===== src/rtl/store_pkg.sv =====
// Shared encodings for the RV32I store path: AHB-Lite codes, store sizes, FSM states.
// Latency: n/a (definitions only).
// Backpressure: n/a (definitions only).
package store_pkg;

    localparam logic [1:0] HTRANS_IDLE   = 2'b00;
    localparam logic [1:0] HTRANS_NONSEQ = 2'b10;

    localparam logic [2:0] HSIZE_BYTE = 3'b000;
    localparam logic [2:0] HSIZE_HALF = 3'b001;
    localparam logic [2:0] HSIZE_WORD = 3'b010;

    localparam logic [1:0] SZ_BYTE = 2'b00;
    localparam logic [1:0] SZ_HALF = 2'b01;
    localparam logic [1:0] SZ_WORD = 2'b10;

    typedef enum logic [1:0] {
        ST_IDLE = 2'b00,
        ST_ADDR = 2'b01,
        ST_DATA = 2'b10,
        ST_ERR  = 2'b11
    } state_e;

    // Store-size code to AHB HSIZE; the reserved code 11 is treated as a word.
    function automatic logic [2:0] size_to_hsize(input logic [1:0] sz);
        logic [2:0] hs;
        case (sz)
            SZ_BYTE: hs = HSIZE_BYTE;
            SZ_HALF: hs = HSIZE_HALF;
            default: hs = HSIZE_WORD;
        endcase
        return hs;
    endfunction

endpackage


===== src/rtl/store_align.sv =====
// Lane aligner: replicates store data onto byte lanes, builds strobes, flags misalignment.
// Latency: combinational, zero cycles.
// Backpressure: none; purely a function of its inputs.
module store_align
    import store_pkg::*;
(
    input  logic [31:0] rs2_in,
    input  logic [1:0]  addr_lo_in,
    input  logic [1:0]  size_in,
    output logic [31:0] lane_dat_out,
    output logic [3:0]  mask_out,
    output logic        misaligned_out
);

    // Replicate the narrow datum across all lanes so the strobe alone selects the target bytes.
    always_comb begin
        lane_dat_out   = rs2_in;
        mask_out       = 4'b1111;
        misaligned_out = (addr_lo_in != 2'b00);
        case (size_in)
            SZ_BYTE: begin
                lane_dat_out   = {4{rs2_in[7:0]}};
                mask_out       = 4'b0001 << addr_lo_in;
                misaligned_out = 1'b0;
            end
            SZ_HALF: begin
                lane_dat_out   = {2{rs2_in[15:0]}};
                mask_out       = addr_lo_in[1] ? 4'b1100 : 4'b0011;
                misaligned_out = addr_lo_in[0];
            end
            default: begin
                lane_dat_out   = rs2_in;
                mask_out       = 4'b1111;
                misaligned_out = (addr_lo_in != 2'b00);
            end
        endcase
    end

endmodule


===== src/rtl/store_unit.sv =====
// RV32I store unit: one aligned AHB-Lite write per request, reports done/misaligned/bus error.
// Latency: zero-wait store accepted at T gives address phase T+1, data phase T+2, done pulse T+3.
// Backpressure: st_ready_out is high only in IDLE; AHB wait states stretch ADDR/DATA/ERR.
module store_unit
    import store_pkg::*;
#(
    parameter int ADDR_W = 32,
    parameter int DATA_W = 32
) (
    input  logic              clk_in,
    input  logic              reset_in,
    input  logic              st_valid_in,
    output logic              st_ready_out,
    input  logic [DATA_W-1:0] rs2_in,
    input  logic [ADDR_W-1:0] iadder_in,
    input  logic [1:0]        store_size_in,
    output logic [3:0]        wr_mask_out,
    output logic [ADDR_W-1:0] haddr_out,
    output logic [1:0]        htrans_out,
    output logic              hwrite_out,
    output logic [2:0]        hsize_out,
    output logic [DATA_W-1:0] hwdata_out,
    input  logic              hready_in,
    input  logic              hresp_in,
    output logic              st_done_out,
    output logic              misaligned_out,
    output logic              bus_err_out
);

    state_e            state_q, state_d;
    logic [ADDR_W-1:0] haddr_q, haddr_d;
    logic [2:0]        hsize_q, hsize_d;
    logic [DATA_W-1:0] hwdata_q, hwdata_d;
    logic [3:0]        mask_q, mask_d;
    logic              done_q, done_d;
    logic              mis_q, mis_d;
    logic              berr_q, berr_d;

    logic [31:0]       aln_dat;
    logic [3:0]        aln_mask;
    logic              aln_mis;
    logic              accept_vld;

    store_align u_align (
        .rs2_in         (rs2_in),
        .addr_lo_in     (iadder_in[1:0]),
        .size_in        (store_size_in),
        .lane_dat_out   (aln_dat),
        .mask_out       (aln_mask),
        .misaligned_out (aln_mis)
    );

    assign st_ready_out   = (state_q == ST_IDLE);
    assign accept_vld     = st_valid_in & st_ready_out;
    assign haddr_out      = haddr_q;
    assign hsize_out      = hsize_q;
    assign hwdata_out     = hwdata_q;
    assign st_done_out    = done_q;
    assign misaligned_out = mis_q;
    assign bus_err_out    = berr_q;

    // Next-state, request capture and AHB control decode; status pulses default low each cycle.
    always_comb begin
        state_d     = state_q;
        haddr_d     = haddr_q;
        hsize_d     = hsize_q;
        hwdata_d    = hwdata_q;
        mask_d      = mask_q;
        done_d      = 1'b0;
        mis_d       = 1'b0;
        berr_d      = 1'b0;
        htrans_out  = HTRANS_IDLE;
        hwrite_out  = 1'b0;
        wr_mask_out = 4'b0000;
        case (state_q)
            ST_IDLE: begin
                if (accept_vld) begin
                    if (aln_mis) begin
                        // Misaligned requests never reach the bus; only the status pulse.
                        mis_d = 1'b1;
                    end else begin
                        state_d  = ST_ADDR;
                        haddr_d  = iadder_in;
                        hsize_d  = size_to_hsize(store_size_in);
                        hwdata_d = aln_dat;
                        mask_d   = aln_mask;
                    end
                end
            end
            ST_ADDR: begin
                htrans_out  = HTRANS_NONSEQ;
                hwrite_out  = 1'b1;
                wr_mask_out = mask_q;
                if (hready_in) begin
                    state_d = ST_DATA;
                end
            end
            ST_DATA: begin
                wr_mask_out = mask_q;
                if (hresp_in) begin
                    // A one-cycle error (hready already high) is still reported as a bus error.
                    if (hready_in) begin
                        berr_d  = 1'b1;
                        state_d = ST_IDLE;
                    end else begin
                        state_d = ST_ERR;
                    end
                end else if (hready_in) begin
                    done_d  = 1'b1;
                    state_d = ST_IDLE;
                end
            end
            ST_ERR: begin
                wr_mask_out = mask_q;
                if (hready_in) begin
                    berr_d  = 1'b1;
                    state_d = ST_IDLE;
                end
            end
            default: begin
                state_d = ST_IDLE;
            end
        endcase
    end

    // State and request registers; reset abandons any transfer in flight.
    always_ff @(posedge clk_in) begin
        if (reset_in) begin
            state_q  <= ST_IDLE;
            haddr_q  <= '0;
            hsize_q  <= '0;
            hwdata_q <= '0;
            mask_q   <= '0;
            done_q   <= 1'b0;
            mis_q    <= 1'b0;
            berr_q   <= 1'b0;
        end else begin
            state_q  <= state_d;
            haddr_q  <= haddr_d;
            hsize_q  <= hsize_d;
            hwdata_q <= hwdata_d;
            mask_q   <= mask_d;
            done_q   <= done_d;
            mis_q    <= mis_d;
            berr_q   <= berr_d;
        end
    end

endmodule


===== config.mk =====
export PLATFORM = sky130hd
export DESIGN_NAME = store_unit
export DESIGN_NICKNAME = d
export VERILOG_FILES = /design/src/rtl/store_pkg.sv /design/src/rtl/store_align.sv /design/src/rtl/store_unit.sv
export SDC_FILE = /design/constraint.sdc
export NUM_CORES = 1
export LEC_CHECK = 0
export BUFFER_PORTS_ARGS = -buffer_cell sky130_fd_sc_hd__buf_4
export CORE_ASPECT_RATIO = 1.1
export CORE_MARGIN = 10
export CORE_UTILIZATION = 46
export CTS_CLUSTER_DIAMETER = 200
export CTS_CLUSTER_SIZE = 30
export DETAILED_ROUTE_END_ITERATION = 7
export PLACE_DENSITY_LB_ADDON = 0.08
export SLEW_MARGIN = 20
export SYNTH_ARGS = -nofsm -noshare
export SYNTH_HDL_FRONTEND = slang
export SYNTH_SLANG_ARGS = --single-unit
export TNS_END_PERCENT = 30

===== constraint.sdc =====
create_clock -name clk_in -period 1.5 [get_ports clk_in]
set_input_delay 0.075 -clock clk_in [delete_from_list [all_inputs] [get_ports clk_in]]
set_output_delay 0.075 -clock clk_in [all_outputs]
set_load 0.02 [all_outputs]

# Yosys cells after proc, flatten, opt, wreduce, memory -nomap -nowiden
# Index checks and enable logic that the tools add are counted.
dict set report totals {
  register_bits 76
  output_inout_bits 78
  word_cells 48
}
dict set report op_classes {
  eq_ne 7
  shift 1
  n_mux 19
  bitwise_logic 5
  reduce_logical 8
}
# op count
set op_table {}
lappend op_table {{$pmux W32 S2} 1}
lappend op_table {{$mux W2} 7}
lappend op_table {{$reduce_or A3 Y1} 3}
lappend op_table {{$mux W4} 2}
lappend op_table {{$pmux W2 S4} 1}
lappend op_table {{$pmux W4 S2} 1}
lappend op_table {{$reduce_and A3 Y1} 2}
lappend op_table {{$eq A2 B1 Y1 const B} 2}
lappend op_table {{$eq A2 B2 Y1 const B} 2}
lappend op_table {{$logic_not A2 Y1} 2}
lappend op_table {{$mux W1} 4}
lappend op_table {{$ne A2 B2 Y1 const B} 2}
lappend op_table {{$not A1 Y1} 4}
lappend op_table {{$pmux W1 S2} 2}
lappend op_table {{$pmux W2 S2} 1}
lappend op_table {{$shl A1 B2 Y4 const A} 1}
lappend op_table {{$ne A2 B1 Y1 const B} 1}
lappend op_table {{$reduce_bool A2 Y1} 1}
lappend op_table {{$and A1 B1 Y1} 1}

# Longest topological paths before layout
# Gate-level depths: netlist (run 1).
dict set report depth {
  word_depth 5
  ltp_mapped 7
  depth_no_buf 4
}

# Modules after synthesis
# A second synthesis (run 1) with hierarchy kept.
dict set report unflattened {
  cells_unflattened 395
  hier_area_um2 3978.8
}
# mod instances cells_per_inst area_each_um2 seq_area_each_um2
set modules_own_cells {}
lappend modules_own_cells {store_unit 1 332 3457.1 1501.4}
lappend modules_own_cells {store_align 1 63 521.8 0.0}

# Least setup slack after synthesis (run 1)
# OpenSTA, ideal clock, no wires.
dict set report synth_timing {
  kind {reg-to-reg}
  from {reg state_q[0]}
  to {reg hwdata_q[10] (netlist: hwdata_out[10])}
  setup_ns 0.088
  arrival_ns 1.307
  required_ns 1.412
  path_slack_ns 0.104
  stages_incl_launch_ff 7
  n_path_buf 2
  synth_period_minus_slack_ns 1.396
  cell_sequence {dfxtp_1 > nor3b_4 > and3_1 > buf_4 > buf_6 > nor2_1 > a311oi_2}
}
dict set report synth_via {
  elab_chain_len 3
}
# element line_no
set synth_lines {}
lappend synth_lines {{start: declaration} store_unit.sv:30} ;# state_e state_q, state_d;
lappend synth_lines {{start signal: assignment} store_unit.sv:138} ;# state_q <= state_d;
lappend synth_lines {{$logic_not A2 Y1 *} {store_unit.sv:53, store_unit.sv:75}}
lappend synth_lines {{$and A1 B1 Y1} store_unit.sv:54} ;# assign accept_vld = st_valid_in & st_ready_out;
lappend synth_lines {{$reduce_and A3 Y1 (no line) *} --}
lappend synth_lines {{end signal: assignment} store_unit.sv:141} ;# hwdata_q <= hwdata_d;
lappend synth_lines {{end: declaration} store_unit.sv:33} ;# logic [DATA_W-1:0] hwdata_q, hwdata_d;
# Every way passes the cells marked *; elsewhere a longest branch is shown, timed or not.
# A chain may end at the register's enable or synchronous reset.

# Worst setup path after layout (run 1)
dict set report layout_timing {
  from {reg state_q[0]}
  to {reg hsize_q[1] (netlist: hsize_out[1])}
}
dict set report layout_via {
  elab_chain_len 3
}
# element line_no
set layout_lines {}
lappend layout_lines {{$logic_not A2 Y1 *} {store_unit.sv:53, store_unit.sv:75}}
lappend layout_lines {{$and A1 B1 Y1} store_unit.sv:54}
lappend layout_lines {{$reduce_and A3 Y1 (no line) *} --}
lappend layout_lines {{end signal: assignment} store_unit.sv:140} ;# hsize_q <= hsize_d;
lappend layout_lines {{end: declaration} store_unit.sv:32} ;# logic [2:0] hsize_q, hsize_d;
# Marks and branches as above.

==> results.json, run 1 <==
{
  "status": "complete, no violations",
  "totalWireLength_um": 10400,
  "dp_cells": 590,
  "max_stage_delay_ns": 0.51,
  "seqPwrFrac_pct": 42.1,
  "place_hpwl_um": 7250,
  "min_from": "hready_in",
  "cts_tree": "done",
  "crit_required_ns": 1.74,
  "reg2reg_depth": 4,
  "period_minus_slack_ns": 1.40,
  "grt_antenna_before_repair": 0,
  "cts_buffers": 9,
  "slew_violations": 0,
  "cts.path.max_buffers": 2,
  "total_power_mw": 5.17,
  "crit_buf_inv": 0,
  "setup_viol": 0,
  "area_delta_synth_final_pct": 59.7,
  "via_count": 3243,
  "core_um2": 6630,
  "cp_top_family": "simple AND/OR/NAND/NOR gates",
  "peakVddDrop_mv": 0.780,
  "synth_seq_area_share_pct": 47.8,
  "postSynthAreaPerCell_um2": 8.30,
  "viasPerCell": 5.03,
  "rsz0062_at_grt": "no",
  "clockPowerShare_pct": 36.4,
  "die_x_um": 98.8,
  "synth_cell_types": 31,
  "combPwrFrac_pct": 21.5,
  "place_area_um2": 4350,
  "place_worst_setup_slack_ns": 0.0113,
  "worst_slack_ns": 0.0997,
  "dieHeight_um": 107,
  "final_cell_area_um2": 5020,
  "setup-tns-final_ns": 0,
  "io_pins": 149,
  "drv_cap": 0,
  "cp_slowest_cell": "or3b_2",
  "fin_cells": 645,
  "track_usage_pct": 18.7,
  "hold_depth": 3,
  "synthCells": 379,
  "crit_type": "flop to flop",
  "final.period_utilization_pct": 93.4,
  "cp-end-kind": "flop",
  "critical_path_arrival_ns": 1.64,
  "grt_max_degree": 48,
  "ys_ff_latch": 75,
  "routabilityCongestion": 0.818,
  "numPortBuffers": 146,
  "maxClockFrequency_ghz": 0.714,
  "initial_core_util_pct": 47.4,
  "worstReg2RegEnd": "hsize_out[1]",
  "clk_pin_slew_ns": 0.08,
  "total_switching_power_mw": 1.41,
  "yosysWarnings": 0,
  "ant_nets": 0,
  "grt_first_pass_wirelength_um": 16300,
  "antennaDiodeCount": 0,
  "synth.cell_area_um2": 3140,
  "htreeDepth": 3,
  "holdWs_ns": 0.0147,
  "crit_path_max_fanout": 4,
  "clock_sink_count": 75,
  "rrSetupSlack_ns": 0.1,
  "insertion_delay_ns": 0.34,
  "leakage_nw": 2.19,
  "r2r-start": "state_q[0]",
  "relSlewSlack_pct": 64.4,
  "hold_path_end": "state_q[1]",
  "drtIter0Drc": 93,
  "drive_above_1_share_pct": 36.1,
  "avgRoutedWirePerCell_um": 16.1,
  "fin_skew_ns": 0.00853,
  "drc": 0,
  "hp-class": "primary input to flop",
  "sw_frac_of_total_pct": 27.3,
  "fin_util_pct": 75.7,
  "grt_pass1_vias": 3307,
  "power_density_nw_per_um2": 1030,
  "nets": 629,
  "crit_chain": "or3b_2 > nor2_2 > nor2_1 > nor4_1",
  "dieArea_um2": 10500,
  "rows": 31,
  "tightest_slew_ns": 0.534,
  "hold_viol": 0,
  "crit_path_start_kind": "flop",
  "cell_internal_pwr_mw": 3.76,
  "cts-root-buf": "clkbuf_8",
  "drtPass1Iterations": 4,
  "overflow": 0
}
## placed cells by master, fill, tap and decap left out, types with 2 or more instances in the layout
cell type,instances
clkbuf_8,9
bufinv_16,3
dfxtp_1,73
a311oi_2,8
conb_1,2
o21ai_0,16
a211oi_1,2
nand2_1,112
nor2b_1,6
dfxtp_2,2
nand3b_1,4
dlygate4sd3_1,37
buf_4,154
a211oi_2,8
a22oi_1,2
nor2_1,28
buf_12,6
a21oi_1,50
nor2_2,3
nor3_1,3
mux2i_1,17
## layout make-up
class / count / area (µm²)
timing repair buffer: 199 / 1680
fill: 504 / 1610
sequential: 75 / 1500
multi-input combinational: 272 / 1490
clock buffer: 10 / 128
clock inverter: 6 / 113
tap: 82 / 103
inverter: 1 / 3.75
## routing by layer
layer,up-vias,global-route usage (%),part of all wire [%]
met3,8,8.03,8.4
met5,-,0,0
met1,1505,20.4,40
met2,106,32.3,51
li1,1624,-,-
met4,0,5.02,0.93
## cells in the mapped netlist (all sizes together)
cell    number  share of area, %
o21ai       17               2.8
a22oi        2              0.48
a31oi        1              0.20
a21oi       50               8.0
nand3        1              0.16
o21bai       1              0.24
nor3b        1              0.60
conb         1              0.12
a211oi      10               3.7
buf         18               3.7
clkbuf      14               1.7
o21a         1              0.24
mux2i       17               5.4
nor2        31               3.8
inv          1              0.12
a311oi       8               3.8
and3         1              0.20
xor2         1              0.28
or3b         1              0.28
nor3         3              0.48
dfxtp       75                48
nand2      112                13
nand3b       4              0.96
nor2b        6               1.2
nor4         1              0.20
o41ai        1              0.28
## cell families (layout without fill, tap and decap cells)
family          after synthesis  count (layout)  share of synthesized area, %
other cells                   1               2                         0.119
mux                          17              17                          5.41
flops                        75              75                          47.8
compound gates               91              91                          19.7
simple gates                161             161                          21.2
xor+xnor                      1               1                         0.279
buf+inv                      33             216                          5.53
## registers in the layout, indices dropped and copies added (netlist names)
register and cells:
state_q 2, hsize_out 2, bus_err_out 1, hwdata_out 32
mask_q 4, haddr_out 32, misaligned_out 1, st_done_out 1
## how the worst max path moves through the flow
stage | start | end | slack (ns) | cells after the start
after floorplan | state_q[0] | hwdata_out[10] | 0.10 | 6
after global placement | state_q[0] | hsize_out[1] | 0.11 | 4
after CTS | state_q[0] | wr_mask_out[1] | 0.01 | 4
final | state_q[0] | hsize_out[1] | 0.1 | 4
after detailed placement | state_q[0] | hsize_out[1] | 0.01 | 4
after global routing | state_q[0] | hwdata_out[10] | 0.006 | 5
## worst reg2reg max path: stages (launching register included)
cell and delay [ns]:
dfxtp_2 0.34, or3b_2 0.51, nor2_2 0.21, nor2_1 0.07
nor4_1 0.18
## power by group through the flow
stage	sequential [mW]	clock (mW)	combinational [mW]
finish	2.17	1.88	1.11
CTS	2.17	1.93	1.09
detailed placement	2.22	0	1.01
floorplan	2.34	0	0.414
global route	2.19	2.01	1.20
global placement	2.21	0	0.995
## timing repair
action	4_1_cts	5_1_grt
gates cloned	0	1
setup buffers	0	1
resized for setup	1	5
hold buffers	37	0
setup endpoints to repair	1	39
pin swaps	0	1
endpoints found under the hold margin	38	0
No activity file was read; power rests on OpenSTA's default activity.
==> run 2: changes to the inputs <==
--- a/config.mk
+++ b/config.mk
@@ -8,11 +8,12 @@
 export BUFFER_PORTS_ARGS = -buffer_cell sky130_fd_sc_hd__buf_4
 export CORE_ASPECT_RATIO = 1.1
 export CORE_MARGIN = 10
-export CORE_UTILIZATION = 46
+export CORE_UTILIZATION = 42
 export CTS_CLUSTER_DIAMETER = 200
 export CTS_CLUSTER_SIZE = 30
 export DETAILED_ROUTE_END_ITERATION = 7
 export PLACE_DENSITY_LB_ADDON = 0.08
+export RECOVER_POWER = 100
 export SLEW_MARGIN = 20
 export SYNTH_ARGS = -nofsm -noshare
 export SYNTH_HDL_FRONTEND = slang
==> constraint.sdc (replaced) <==
create_clock -name clk_in -period 1.2 [get_ports clk_in]
set_input_delay 0.06 -clock clk_in [delete_from_list [all_inputs] [get_ports clk_in]]
set_output_delay 0.06 -clock clk_in [all_outputs]
set_load 0.02 [all_outputs]
==> run 2 against run 1 <==
The run now ends with negative setup slack left. Utilization decreased by 9.1 points. Cell count increased by 2.6%. Final area down 2.0%. Count of clock-buffer cells in the layout is 1 higher. Hold slack improved by 0.0018 ns.
==> results.json, run 2 (synthesis gave the netlist of run 1 again) <==
{
  "status": "complete, but fails checks",
  "violations": "negative setup slack",
  "period_minus_slack_ns": 1.34,
  "setup_viol": 78,
  "drv_cap": 0,
  "totalWireLength_um": 10400,
  "final.period_utilization_pct": 112,
  "crit_path_max_fanout": 17,
  "routabilityCongestion": 0.815,
  "clk_pin_slew_ns": 0.07,
  "track_usage_pct": 17.6,
  "grt_pass1_vias": 3291,
  "crit_type": "flop to flop",
  "maxClockFrequency_ghz": 0.745,
  "ant_nets": 0,
  "r2r-start": "state_q[0]",
  "worst_slack_ns": -0.142,
  "clock_sink_count": 75,
  "fillers": 682,
  "hold_path_end": "bus_err_out",
  "regArea_um2": 1510,
  "io_pins": 149,
  "overflow": 0,
  "reg2reg_depth": 5,
  "drtPass1Iterations": 4,
  "multiInputGateArea_um2": 1560,
  "viasPerCell": 4.97,
  "fin_skew_ns": 0.00549,
  "hp-class": "primary input to flop",
  "cts_tree": "done",
  "rsz0062_at_grt": "yes",
  "power_density_nw_per_um2": 1220,
  "htreeDepth": 3,
  "hold_viol": 0,
  "place_hpwl_um": 7360,
  "crit_path_start_kind": "flop",
  "core_um2": 7390,
  "insertion_delay_ns": 0.35,
  "cts-root-buf": "clkbuf_8",
  "peakVddDrop_mv": 0.590,
  "min_from": "hready_in",
  "antennaDiodeCount": 0,
  "dieHeight_um": 111,
  "nets": 641,
  "place_area_um2": 4410,
  "drive_above_1_share_pct": 28.0,
  "cts.path.max_buffers": 2,
  "drc": 0,
  "worstReg2RegEnd": "hwdata_out[14]",
  "grt_antenna_before_repair": 0,
  "area_delta_synth_final_pct": 56.5,
  "via_count": 3293,
  "slew_violations": 0,
  "hold_depth": 3,
  "cp-end-kind": "flop",
  "avgRoutedWirePerCell_um": 15.7,
  "critical_path_arrival_ns": 1.60,
  "place_worst_setup_slack_ns": -0.153,
  "crit_required_ns": 1.46,
  "die_x_um": 102,
  "rows": 33,
  "final_common_cell": "nand2_1",
  "leakage_nw": 1.96,
  "cts_buffers": 9,
  "final_cell_area_um2": 4920,
  "rrSetupSlack_ns": -0.14,
  "numPortBuffers": 146,
  "grt_max_degree": 42,
  "final_cell_mix": "112 x nand2_1, 92 x buf_4, 73 x dfxtp_1",
  "drtIter0Drc": 103,
  "dieArea_um2": 11400,
  "grt_first_pass_wirelength_um": 16300,
  "initial_core_util_pct": 42.5
}
-- run 2: cell types whose count changed in the layout (fill, tap and decap cells not counted), moves of 3 or more --
cell	before	now
clkbuf_1	1	69
buf_6	1	4
clkinv_2	1	4
buf_4	154	92
a21oi_1	50	38
dlygate4sd3_1	37	40
a21oi_2	0	12
nor2_1	28	25
-- run 2: cell type report --
type / count / share of cell area [%]
multi-input combinational: 272 / 31.6
timing repair buffer: 211 / 31.3
sequential: 75 / 30.7
clock buffer: 11 / 3.10
tap: 87 / 2.21
clock inverter: 5 / 1.02
inverter: 1 / 0.0763
-- run 2: worst max-delay path by stage --
stage / start / endpoint / cells past startpoint
floorplan: state_q[1] / hwdata_out[10] / 6
global placement: state_q[1] / hwdata_out[12] / 5
detailed placement: state_q[1] / hwdata_out[11] / 5
CTS: state_q[1] / hwdata_out[14] / 5
global route: state_q[1] / hwdata_out[9] / 5
finish: state_q[0] / hwdata_out[14] / 5
-- run 2: repair_timing --
item,CTS,global route
endpoints found under the setup margin,76,80
cloned,0,2
hold endpoints to repair,41,0
hold buffers,40,0
gates resized for setup,14,13
buffers inserted,1,1
pin swaps,0,1
-- run 2: where the power goes --
part	switching (mW)	internal, mW	leakage [nW]
clock	0.898	1.07	0.108
combinational	0.733	0.604	1.24
sequential	0.0788	2.63	0.614
total	1.71	4.31	1.96
-- run 2: critical path: stages (launching register included) --
cell and delay [ns]:
dfxtp_4 0.37, nor3b_4 0.18, and3_4 0.31, buf_12 0.17
nor2_1 0.06, a311oi_2 0.17
-- run 2: metal layers --
layer / routed length, µm / vias to the layer above / track usage (%) / share of wire, %
met5: 0 / - / 0 / 0
met4: 204 / 0 / 6.78 / 2.0
met3: 935 / 14 / 6.67 / 9.0
met2: 5260 / 105 / 30.1 / 51
met1: 3980 / 1530 / 18.8 / 38
li1: - / 1644 / - / -
-- run 2: per-stage QoR --
stage	total power, mW	utilization [%]	TNS [ns]	cells	hold WS (ns)
3_3_place_gp	4.02	59.7	-5.17	602	0.245
6_report	6.02	66.6	-6.68	662	0.0165
5_1_grt	6.30	66.6	-12.94	662	0.0440
3_5_place_dp	4.04	59.7	-6.42	602	0.245
2_1_floorplan	3.44	-	-7.07	380	0.137
4_1_cts	6.14	68.6	-6.43	659	0.00240
==> run 3: changes to the inputs <==
--- a/config.mk
+++ b/config.mk
@@ -8,14 +8,16 @@
 export BUFFER_PORTS_ARGS = -buffer_cell sky130_fd_sc_hd__buf_4
 export CORE_ASPECT_RATIO = 1.1
 export CORE_MARGIN = 10
-export CORE_UTILIZATION = 42
+export CORE_UTILIZATION = 45
 export CTS_CLUSTER_DIAMETER = 200
 export CTS_CLUSTER_SIZE = 30
 export DETAILED_ROUTE_END_ITERATION = 7
 export PLACE_DENSITY_LB_ADDON = 0.08
 export RECOVER_POWER = 100
+export SKIP_LAST_GASP = 1
 export SLEW_MARGIN = 20
 export SYNTH_ARGS = -nofsm -noshare
 export SYNTH_HDL_FRONTEND = slang
+export SYNTH_HIERARCHICAL = 1
 export SYNTH_SLANG_ARGS = --single-unit
 export TNS_END_PERCENT = 30
==> run 3 against run 2 <==
The run still ends with negative setup slack left. Clock skew grew 0.0029 ns. Routed wire length is 8.0% higher. Flip-flop and latch count is the same. Combinational power up 14%. Critical path depth down 1. Final area increased by 14%. Non-clock buffer count shrank 3. Sequential share of layout area shrank 3.8 points. Synthesized cell count is 4.2% higher. Die area is 15% higher. Maximum frequency fell by 0.37%. Largest cell class unchanged.
==> results.json, run 3 <==
{
  "drv_cap": 0,
  "holdWs_ns": 0.0183,
  "fin_util_pct": 65.8,
  "cts-root-buf": "clkbuf_8",
  "htreeDepth": 3,
  "grt_antenna_before_repair": 0,
  "status": "complete, but fails checks",
  "rsz0062_at_grt": "yes",
  "setup-tns-final_ns": -5.48,
  "grt_max_degree": 45,
  "drtIter0Drc": 68,
  "crit_path_start_kind": "flop",
  "hp-class": "primary input to flop",
  "place_hpwl_um": 7910,
  "synthArstFlopShare_pct": 0,
  "period_minus_slack_ns": 1.35,
  "slew_violations": 0,
  "power_density_nw_per_um2": 1140,
  "totalWireLength_um": 11200,
  "crit_required_ns": 1.47,
  "cp-end-kind": "flop",
  "synth.cell_area_um2": 3980,
  "synth.area.top_cells": "dfxtp_1 38%, nand2b_1 22%, mux2i_1 20%, mux2_2 4.5%, buf_12 3.5%",
  "min_from": "rs2_in[4]",
  "seqPwrFrac_pct": 43.0,
  "initial_core_util_pct": 46.8,
  "overflow": 0,
  "dieArea_um2": 13000,
  "grt_pass1_vias": 3318,
  "rows": 35,
  "worst_slack_ns": -0.147,
  "highest-signal-layer": "met4",
  "viasPerCell": 4.66,
  "die_x_um": 110,
  "final_common_cell": "nand2b_1",
  "numPortBuffers": 146,
  "crit_path_max_fanout": 10,
  "antennaDiodeCount": 0,
  "routabilityCongestion": 0.865,
  "insertion_delay_ns": 0.34,
  "postSynthAreaPerCell_um2": 10.1,
  "synthCells": 395,
  "hold_viol": 0,
  "wl_met1_um": 4680,
  "peakVddDrop_mv": 0.671,
  "clock_sink_count": 75,
  "ant_nets": 0,
  "yosysWarnings": 6,
  "cts_tree": "done",
  "combPwrFrac_pct": 24.0,
  "critical_path_arrival_ns": 1.61,
  "cp_top_family": "buffers and inverters",
  "track_usage_pct": 16.4,
  "ys_ff_latch": 75,
  "synth_top_cell_by_area": "dfxtp_1",
  "wl_met2_um": 5460,
  "synth_top_area_share_pct": 37.7,
  "r2r-start": "state_q[0]",
  "fin_cells": 691,
  "synth_seq_area_share_pct": 37.7,
  "clockPowerShare_pct": 33.0,
  "synth_cell_types": 29,
  "drtPass1Iterations": 4,
  "ys_top_cells_by_count": "140 x nand2b_1, 78 x mux2i_1, 75 x dfxtp_1, 16 x mux2_2, 14 x clkbuf_1",
  "cell_internal_pwr_mw": 4.60,
  "leakage_nw": 2.27,
  "total_switching_power_mw": 1.75,
  "avgRoutedWirePerCell_um": 16.2,
  "cts_buffers": 9,
  "io_pins": 149,
  "fin_skew_ns": 0.00836,
  "final.period_utilization_pct": 112,
  "crit_type": "flop to flop",
  "final_cell_mix": "140 x nand2b_1, 84 x buf_4, 78 x mux2i_1",
  "sw_frac_of_total_pct": 27.6,
  "setup_viol": 73,
  "dp_cells": 635,
  "ys.flop_type": "dfxtp_1",
  "fillers": 769,
  "crit_buf_inv": 2,
  "core_um2": 8500,
  "drive_above_1_share_pct": 25.9,
  "drc": 0,
  "synth_edf_count": 0,
  "cp_slowest_cell": "dfxtp_2",
  "area_delta_synth_final_pct": 40.6,
  "dieHeight_um": 119,
  "max_stage_delay_ns": 0.34,
  "nets": 647,
  "violations": "negative setup slack",
  "grt_first_pass_wirelength_um": 17100,
  "clk_pin_slew_ns": 0.08,
  "total_power_mw": 6.35,
  "crit_chain": "nor4b_4 > buf_6 > clkbuf_16 > mux2i_1",
  "crit_start": "state_q[0]",
  "wl_met3_um": 928,
  "via_count": 3217,
  "synth_most_common_cell": "nand2b_1",
  "cts.path.max_buffers": 2,
  "maxClockFrequency_ghz": 0.742
}
## run 3: cell count changes in the layout (fill, tap and decap cells not counted), moves of 8 or more
cell and delta:
a211oi_2 -8, a21oi_1 -37, a21oi_2 -11, a311oi_2 -8, buf_4 -8, mux2_2 +16
mux2i_1 +62, nand2_1 -104, nand2b_1 +140, nor2_1 -19, o21ai_0 -16
## run 3: cells by family (layout without fill, tap and decap cells)
group                  after synthesis  count (layout)  share of synthesized area, %
AOI/OAI and AO/OA                   16              16                          3.05
DFF                                 75              75                          37.7
and+or+nand+nor                    168             168                          26.1
buffers and inverters               41             225                          8.90
muxes                               94              94                          24.2
other                                1               2                        0.0942
## run 3: power groups by stage
stage / combinational, mW / sequential (mW) / clock, mW
2_1_floorplan: 0.730 / 2.96 / 0
3_3_place_gp: 1.45 / 2.79 / 0
3_5_place_dp: 1.46 / 2.79 / 0
4_1_cts: 1.59 / 2.74 / 2.15
5_1_grt: 1.64 / 2.75 / 2.27
6_report: 1.53 / 2.73 / 2.09
## run 3: metal layers
| metal | up-vias | global-route usage [%] |
|---|---|---|
| met5 | - | 0 |
| met4 | 0 | 5.54 |
| met3 | 11 | 6.36 |
| met2 | 107 | 26.9 |
| met1 | 1464 | 18.9 |
| li1 | 1635 | - |
## run 3: cell type report
type                            count  area, µm²  area share [%]
Sequential cell                    75       1500            26.9
Tap cell                          111        139            2.48
Timing Repair Buffer              208       1570            28.1
Multi-Input combinational cell    280       2160            38.6
Clock inverter                      4       76.3            1.36
Inverter                            2       7.51           0.134
Clock buffer                       11        131            2.35
## run 3: worst min-delay path, cell delays in order
cell      delay (ns)
buf_4           0.13
nand2b_1        0.06
mux2i_1         0.06
## run 3: worst paths after layout
path,slack [ns],cells after the start,to
setup / recovery,-0.15,4,hwdata_out[6]
hold / removal,0.02,3,hwdata_out[4]
setup reg to reg,-0.15,4,hwdata_out[6]
hold reg to reg,0.47,2,hwdata_out[1]
## run 3: repair_timing
item | in CTS | in global routing
setup buffers | 2 | 0
setup endpoints to repair | 73 | 77
hold endpoints to repair | 35 | 1
pin swaps | 1 | 0
hold buffers | 34 | 1
resized for setup | 14 | 2
gates cloned | 0 | 4
## run 3: metrics by stage
step	area, µm²	setup slack [ns]
after floorplan	4000	-0.0376
after global placement	5130	-0.132
after detailed placement	5130	-0.194
after CTS	5740	-0.124
after global routing	5590	-0.227
final	5590	-0.147
